$ cat src/rtl/dm_arb_pkg.sv
// Shared types and constants for the two-port data-memory arbiter.
// The address legality check lives here so that the arbiter and any future requester use the same rule.
package dm_arb_pkg;

  localparam int unsigned MEM_SIZE   = 128;
  localparam int unsigned WORD_BYTES = 4;

  typedef enum logic [1:0] {
    IDLE   = 2'd0,
    ACCESS = 2'd1,
    RESP   = 2'd2
  } state_t;

  // The upper bound is a full-width unsigned compare, so high address bits can never alias into the array.
  function automatic logic addr_ok(input logic [31:0] addr,
                                   input logic [31:0] mem_size = 32'(MEM_SIZE));
    return (addr[1:0] == 2'b00) && (addr <= mem_size - 32'(WORD_BYTES));
  endfunction

endpackage

$ cat src/rtl/dm_arb_rr2.sv
// Two-way round-robin picker. It owns the last-grant pointer, which resets to 1 so that port 0 wins the first tie.
module dm_arb_rr2
  import dm_arb_pkg::*;
(
  input  logic       clk,
  input  logic       rst_n,
  input  logic [1:0] req,
  input  logic       last,        // commit the current grant into the last-grant pointer
  output logic       grant_valid,
  output logic       grant_id
);

  logic r_ptr;

  // NOTE: every combinational output gets a default first, so no path can leave it unassigned and infer a latch.
  always_comb begin
    grant_valid = |req;
    grant_id    = 1'b0;
    case (req)
      2'b01:   grant_id = 1'b0;
      2'b10:   grant_id = 1'b1;
      2'b11:   grant_id = ~r_ptr;
      default: grant_id = 1'b0;
    endcase
  end

  // NOTE: sequential state is updated with non-blocking assignments, so every flop samples pre-edge values.
  always_ff @(posedge clk) begin
    if (!rst_n) begin
      r_ptr <= 1'b1;
    end else if (last && grant_valid) begin
      r_ptr <= grant_id;
    end
  end

endmodule

$ cat src/rtl/dm_arbiter.sv
// Arbiter and access sequencer that serialises CPU (port 0) and debug (port 1) word accesses onto the DM port.
// Illegal requests are answered with an error and never touch DM; the DM controls are driven only from flops.
module dm_arbiter
  import dm_arb_pkg::*;
#(
  parameter int unsigned MEM_SIZE = dm_arb_pkg::MEM_SIZE,
  parameter int unsigned ADDR_W   = 32
) (
  input  logic              clk,
  input  logic              rst_n,
  input  logic              req0,
  input  logic              we0,
  input  logic [ADDR_W-1:0] addr0,
  input  logic [31:0]       wdata0,
  output logic              ack0,
  output logic              err0,
  output logic [31:0]       rdata0,
  input  logic              req1,
  input  logic              we1,
  input  logic [ADDR_W-1:0] addr1,
  input  logic [31:0]       wdata1,
  output logic              ack1,
  output logic              err1,
  output logic [31:0]       rdata1,
  output logic [ADDR_W-1:0] MemAddr,
  output logic [31:0]       MemWriteData,
  output logic              MemWrite,
  output logic              MemRead,
  input  logic [31:0]       MemReadData
);

  state_t            r_state;
  state_t            w_next_state;
  logic              w_grant_valid;
  logic              w_grant_id;
  logic              w_take;
  logic              w_sel_we;
  logic [ADDR_W-1:0] w_sel_addr;
  logic [31:0]       w_sel_wdata;
  logic              w_legal;
  logic [31:0]       w_rdata;

  logic              r_id;
  logic              r_we;
  logic              r_err;
  logic [ADDR_W-1:0] r_mem_addr;
  logic [31:0]       r_mem_wdata;
  logic              r_mem_write;
  logic              r_mem_read;

  assign w_take = (r_state == IDLE) && w_grant_valid;

  dm_arb_rr2 u_rr2 (
    .clk         (clk),
    .rst_n       (rst_n),
    .req         ({req1, req0}),
    .last        (w_take),
    .grant_valid (w_grant_valid),
    .grant_id    (w_grant_id)
  );

  assign w_sel_we    = w_grant_id ? we1    : we0;
  assign w_sel_addr  = w_grant_id ? addr1  : addr0;
  assign w_sel_wdata = w_grant_id ? wdata1 : wdata0;
  assign w_legal     = addr_ok(32'(w_sel_addr), 32'(MEM_SIZE));

  always_ff @(posedge clk) begin
    if (!rst_n) begin
      r_state <= IDLE;
    end else begin
      r_state <= w_next_state;
    end
  end

  always_comb begin
    w_next_state = r_state;
    case (r_state)
      IDLE:    if (w_grant_valid) w_next_state = w_legal ? ACCESS : RESP;
      ACCESS:  w_next_state = RESP;
      RESP:    w_next_state = IDLE;
      default: w_next_state = IDLE;
    endcase
  end

  // Request latch and DM control registers; MemAddr/MemWriteData keep their value after the access.
  always_ff @(posedge clk) begin
    if (!rst_n) begin
      r_id        <= 1'b0;
      r_we        <= 1'b0;
      r_err       <= 1'b0;
      r_mem_addr  <= '0;
      r_mem_wdata <= '0;
      r_mem_write <= 1'b0;
      r_mem_read  <= 1'b0;
    end else if (w_take) begin
      r_id  <= w_grant_id;
      r_we  <= w_sel_we;
      r_err <= ~w_legal;
      if (w_legal) begin
        r_mem_addr  <= w_sel_addr;
        r_mem_wdata <= w_sel_wdata;
        r_mem_write <= w_sel_we;
        r_mem_read  <= ~w_sel_we;
      end
    end else if (r_state == ACCESS) begin
      r_mem_write <= 1'b0;
      r_mem_read  <= 1'b0;
    end
  end

  assign MemAddr      = r_mem_addr;
  assign MemWriteData = r_mem_wdata;
  assign MemWrite     = r_mem_write;
  assign MemRead      = r_mem_read;

  always_comb begin
    ack0    = 1'b0;
    err0    = 1'b0;
    rdata0  = '0;
    ack1    = 1'b0;
    err1    = 1'b0;
    rdata1  = '0;
    w_rdata = (!r_err && !r_we) ? MemReadData : 32'h0;
    if (r_state == RESP) begin
      if (r_id) begin
        ack1   = 1'b1;
        err1   = r_err;
        rdata1 = w_rdata;
      end else begin
        ack0   = 1'b1;
        err0   = r_err;
        rdata0 = w_rdata;
      end
    end
  end

endmodule
$ cat config.mk
export PLATFORM = sky130hd
export DESIGN_NAME = dm_arbiter
export DESIGN_NICKNAME = d
export VERILOG_FILES = /design/src/rtl/dm_arb_pkg.sv /design/src/rtl/dm_arb_rr2.sv /design/src/rtl/dm_arbiter.sv
export SDC_FILE = /design/constraint.sdc
export NUM_CORES = 1
export LEC_CHECK = 0
export ABC_AREA = 0
export CAP_MARGIN = 10
export CORE_AREA = 2 2 115 117
export CTS_BUF_LIST = sky130_fd_sc_hd__clkbuf_2
export DETAILED_ROUTE_END_ITERATION = 8
export DIE_AREA = 0 0 117 119
export PLACE_DENSITY = 0.8
export SYNTH_ARGS = -nofsm -noshare
export SYNTH_HDL_FRONTEND = slang
export SYNTH_SLANG_ARGS = --single-unit
$ cat constraint.sdc
create_clock -name clk -period 2.16 [get_ports clk]
set_input_delay 0.432 -clock clk [delete_from_list [all_inputs] [get_ports clk]]
set_output_delay 0.432 -clock clk [all_outputs]
set_load 0.005 [all_outputs]
**Yosys cells after proc, flatten, opt, wreduce, memory -nomap -nowiden**

Cells that the tools add are included.

- Output and inout port bits: 134
- Bits in registers: 72
- Word-level logic and storage cells: 56
- Bits of input ports: 166

- Bitwise operators: 3
- Equal/unequal tests: 6
- Reductions and logical operators: 12
- $lt $le $gt $ge: 1
- Mux-type cells: 25

Operators with widths:

| operator | count |
|---|---|
| $mux 32 | 7 |
| $le 32x7->1 const B | 1 |
| $mux 1 | 14 |
| $eq 2x2->1 const B | 3 |
| $logic_and 1x1->1 | 4 |
| $logic_not 2->1 | 2 |
| $mux 2 | 2 |
| $pmux 2 s2 | 1 |
| $reduce_and 2->1 | 2 |
| $not 1->1 | 3 |
| $eq 2x1->1 const B | 1 |
| $logic_not 1->1 | 2 |
| $ne 2x1->1 const B | 1 |
| $ne 2x2->1 const B | 1 |
| $pmux 1 s2 | 1 |
| $reduce_bool 2->1 | 1 |
| $reduce_or 2->1 | 1 |

**Longest topological paths before layout**

- Word-level depth: 8
- Depth in mapped cells: 7
- Mapped depth without buffers: 5

**Cells and area by module**

Synthesis repeated with hierarchy kept, for this count alone.

- Cell total of the unflattened synthesis: 400
- Area, all modules: 3,432.0 µm²

Modules (own cells, without submodules):

| module | sequential area each (µm²) | cells an instance | instances | area each (µm²) |
|---|---|---|---|---|
| dm_arbiter | 1,421.4 | 394 | 1 | 3,378.2 |
| dm_arb_rr2 | 20.0 | 6 | 1 | 53.8 |

**Least setup slack after synthesis**

Ideal clock, no wire load.

- Path kind: in2reg
- Start point: input addr0[31]
- End point: register r_mem_addr[6], in the netlist MemAddr[6]
- Cell stages on the path: 7
- Setup slack: 0.441 ns
- Library setup time: 0.088 ns
- Arrival: 1.630 ns
- Buffers on the path: 2
- Required time: 2.072 ns
- Cells stage by stage: nor4_1 -> nand4_1 -> o22ai_2 -> buf_4 -> buf_6 -> a21oi_1 -> a311oi_2

- Cells in the longest elaborated chain, start to end: 4

RTL lines:

| item | line | RTL |
|---|---|---|
| start: declaration | dm_arbiter.sv:13 | `input logic [ADDR_W-1:0] addr0,` |
| $mux 32 | dm_arbiter.sv:63 | `assign w_sel_addr = w_grant_id ? addr1 : addr0;` |
| $le 32x7->1 | dm_arb_pkg.sv:17 | `return (addr[1:0] == 2'b00) && (addr <= mem_size - 32'(WORD_BYTES));` |
| $logic_and 1x1->1 | dm_arb_pkg.sv:17 |  |
| $reduce_and 2->1 (no line) | - |  |
| end signal: assignment | dm_arbiter.sv:100 | `r_mem_addr <= w_sel_addr;` |
| end: declaration | dm_arbiter.sv:46 | `logic [ADDR_W-1:0] r_mem_addr;` |

Every way passes these cells.
A chain may end at the register's enable or synchronous reset.

**Worst setup path after layout**

- Start point: register r_id
- End point: output rdata1[2]

- Cells in the longest elaborated chain, start to end: 2

RTL lines:

| item | line | RTL |
|---|---|---|
| start: declaration | dm_arbiter.sv:43 | `logic r_id;` |
| start signal: assignment | dm_arbiter.sv:96 | `r_id <= w_grant_id;` |
| $mux 32 | dm_arbiter.sv:125 | `if (r_id) begin` |
| $mux 32 | dm_arbiter.sv:124 | `if (r_state == RESP) begin` |
| end: declaration | dm_arbiter.sv:24 | `output logic [31:0] rdata1,` |

Every way passes these cells.

==> flow_results.org <==
** Outcome
- Run status :: finished, violations left
- The checks that failed: setup timing.

** Clock network
- Number of H-tree levels :: 3
- Number of buffers inserted during clock tree synthesis :: 9
- Clock-pin slew was measured on the worst setup and hold paths at 0.20 ns.
- CTS Root Cell :: clkbuf_2
- Worst-Skew Late Latency :: 0.52 ns
- Clock tree from TritonCTS :: yes
- Clk sinks :: 72
- The clock passes through at most 2 buffers.

** Synthesis
- After Yosys synthesis, and, or, nand and nor cells account for 23.3% of the synthesized area.
- In this run, synthesis produced a sequential element count of 72.
- Main combinational cell family by area after synthesis :: simple AND/OR/NAND/NOR gates
- Synthesized-area fraction occupied by adder cells :: 0%
- When the netlist entered floorplanning its net count stood at 535.
- Multiplexer fraction of the synthesized cell area :: 11.7%
- Mean instance size in the synthesized netlist :: 9.28 um2
- Summing the areas of all xor and xnor instances in the mapped netlist gives 0% of the synthesized area.
- Unique masters post-synth :: 30
- Synthesis produced 369 cells.
- Sequential cells were found to cover 42.1% of the synthesized design area.
- Total standard cell area after synthesis :: 3430 um2
- Synth warn :: 0
- Compound-cell area share of the yosys netlist :: 17.2%

** Placement
- Gpl congestion :: 0.805
- Post-placement setup slack :: -0.230 ns
- IO Port Bufs :: 299
- After detailed placement, the total cell area comes to 6720 um2.
- Once detailed placement completed, the half-perimeter wirelength came to 11300 um.

** Die
- Die span in x :: 117 um
- The total area inside the core boundary comes to 12900 um2.
- After floorplanning, the core was divided into 42 placement rows.
- Die area :: 13900 um2
- I/O Pins :: 300
- From bottom edge to top edge, the die measures 119 um.
- Initial cell density of the core :: 26.6%

** Run
- The tool flagged a number of max-cap violations equal to 0.

** GRT
- Entering global routing, the biggest net connects 69 pins.
- Vias in the first global route :: 4246
- GRT overflow :: 0
- Global routing consumed, over all layers together, 21.3% of the routing resources.
- The first global-routing pass estimated 22800 um of wire.
- The number of antenna violations at the first check in global routing was 1.

** Pwr
- Cell leakage power :: 0.00299 uW
- Across the VDD grid, the largest voltage drop is 0.368 mV.
- Ratio of total power to cell area :: 418 nW/um2

** Route
- The final layout contains routed wiring with a total length of 15900 um.
- Avg Vias per Cell :: 4.95
- DR WL/cell :: 18.5 um
- Via count :: 4251
- For this run, the detailed router's first-pass iteration total came to 4.
- After the first detailed-routing iteration, the DRC count stood at 137.
- Post-route DRC :: 0
- Post-DRT Antenna Nets :: 0

** STA
- Static timing analysis puts the maximum clock frequency at 0.450 GHz.
- The worst path in the final design needs a cycle of 2.22 ns, including I/O delays and setup.
- Setup repair after global routing could not meet its margin everywhere.
- The count of final max-slew check failures came to 0.
- Relative slew slack :: 69.1%
- In the post-route analysis, the smallest setup slack over all paths is -0.0600 ns.
- For the final routed database, the setup TNS stands at -0.812 ns.
- Across all hold checks on the routed design, the worst slack comes to 0.498 ns.
- Final Cycle Share :: 103%
- Worst-margin pin slew :: 0.464 ns
- The final hold violation count was 0.
- Across the routed clock network, the largest skew measured is 0.0192 ns.
- Setup violations remaining at the end of the flow were counted as 26.

** Cells and area
- After filler insertion, the fill cell instance count of the layout stands at 1062.
- Final Util :: 56.6%
- The post-route netlist has 25.1% of its cells at a drive strength greater than 1.
- Final nets :: 842
- From synthesis to final layout, the design area changed by 113%.
- Post-layout instance area :: 7280 um2

** Setup path
- Endpoint arrival time on the critical path :: 1.79 ns
- Bufs and invs on worst path :: 4
- Type of origin of the critical path :: register
- Critical path's slowest cell :: dfxtp_2
- Of all nets on the critical path, the largest fanout is 4.
- Worst stage delay on the critical path :: 0.38 ns
- Chain of cells forming the critical path :: buf_6 > and3b_2 > buf_6 > clkbuf_16 > and3_4 > buf_6
- Cell repeated most along the worst path :: buf_6
- Worst Path Required :: 1.73 ns
- STA classifies the critical path endpoint as an output pin.
- Class of the most critical setup path :: reg2out
- In this design, the largest share of critical-path delay is due to buffers and inverters.

** Min path
- In this run the worst hold path is classified as reg2reg.
==> registers in the layout, summed over array words and instances, names as in the netlist <==
signal	flops
MemAddr	32
MemRead	1
MemWrite	1
MemWriteData	32
r_err	1
r_id	1
r_state	2
r_we	1
u_rr2.r_ptr	1
==> report_power, final <==
| part | internal [uW] | switching (uW) | total (uW) |
|---|---|---|---|
| sequential | 1340 | 7.72 | 1350 |
| clock | 385 | 495 | 880 |
| combinational | 504 | 312 | 816 |
| total | 2230 | 815 | 3040 |
==> worst paths after layout <==
path                     from               end  slack (ns)  cells past startpoint
setup / recovery         r_id         rdata1[2]       -0.06                      6
hold reg to reg    MemAddr[0]        MemAddr[0]        0.50                      1
hold / removal     MemAddr[0]        MemAddr[0]        0.50                      1
setup reg to reg  u_rr2.r_ptr  MemWriteData[29]        0.38                      6
==> cells by family after synthesis <==
logic type	after synthesis
buffers and inverters	44
AO/OA/AOI/OAI	83
flip-flops	72
AND/OR/NAND/NOR	130
multiplexers	40
==> cell usage after synthesis (all sizes together) <==
master	count	share of area, %
nor2	6	0.66
clkbuf	28	3.1
nand4b	1	0.26
nor4	12	2.2
inv	1	0.11
nor3b	2	0.44
nand2	3	0.33
a311oi	37	9.6
o21ai	3	0.44
and2	3	0.55
nand3	2	0.29
and3	92	17
dfxtp	72	42
nor3	3	0.58
a21oi	38	5.6
nand4	3	0.55
and3b	1	0.26
mux2i	40	12
nand2b	2	0.37
a22oi	1	0.22
a211oi	1	0.22
o21bai	1	0.22
o22ai	1	0.37
a21boi	1	0.55
buf	15	2.6
==> final cells by class <==
cell class / count / area, um2 / share of cell area (%)
multi-input combinational: 253 / 2010 / 27.5
tap: 176 / 220 / 3.02
inverter: 1 / 3.75 / 0.0515
timing repair buffer: 339 / 3460 / 47.5
clock inverter: 7 / 96.3 / 1.32
antenna: 1 / 2.50 / 0.0344
clock buffer: 9 / 45.0 / 0.618
sequential: 72 / 1450 / 19.9
==> metrics by stage <==
stage / total power (uW) / cells
2_1_floorplan: 1600 / 369
3_3_place_gp: 2060 / 823
3_5_place_dp: 2070 / 823
4_1_cts: 3050 / 855
5_1_grt: 3180 / 858
6_report: 3040 / 858
==> layout by cell type (no fill, tap or decap), drive strengths merged <==
master and count:
o21bai 1, nor4 12, o21ai 3, a211oi 1, mux2i 40, a21oi 38, and3b 1, clkinv 5
and3 92, dlygate4sd2 1, buf 103, bufinv 2, nand3 2, inv 1, nand4b 1, o22ai 1
nor3b 2, diode 1, and2 3, a311oi 37, a22oi 1, nor3 3, nor2 6, nand4 3
dfxtp 72, nand2 3, clkdlybuf4s50 231, clkbuf 11, clkdlybuf4s15 2, nand2b 2, a21boi 1
==> layer usage <==
layer  global-route usage (%)  part of all wire (%)  wire [um]
met5                        0                     0          0
met4                     6.91                   1.7        272
met3                     5.19                   6.8       1090
met2                     41.1                    54       8660
met1                     22.0                    37       5880
==> timing repair <==
action | in CTS | in global routing
setup buffers | 9 | 4
gates resized for setup | 328 | 36
endpoints found under the setup margin | 68 | 62
pin swaps | 16 | 0
gates cloned | 7 | 2
hold buffers | 0 | 0
Power figures use the tool's default switching activity.
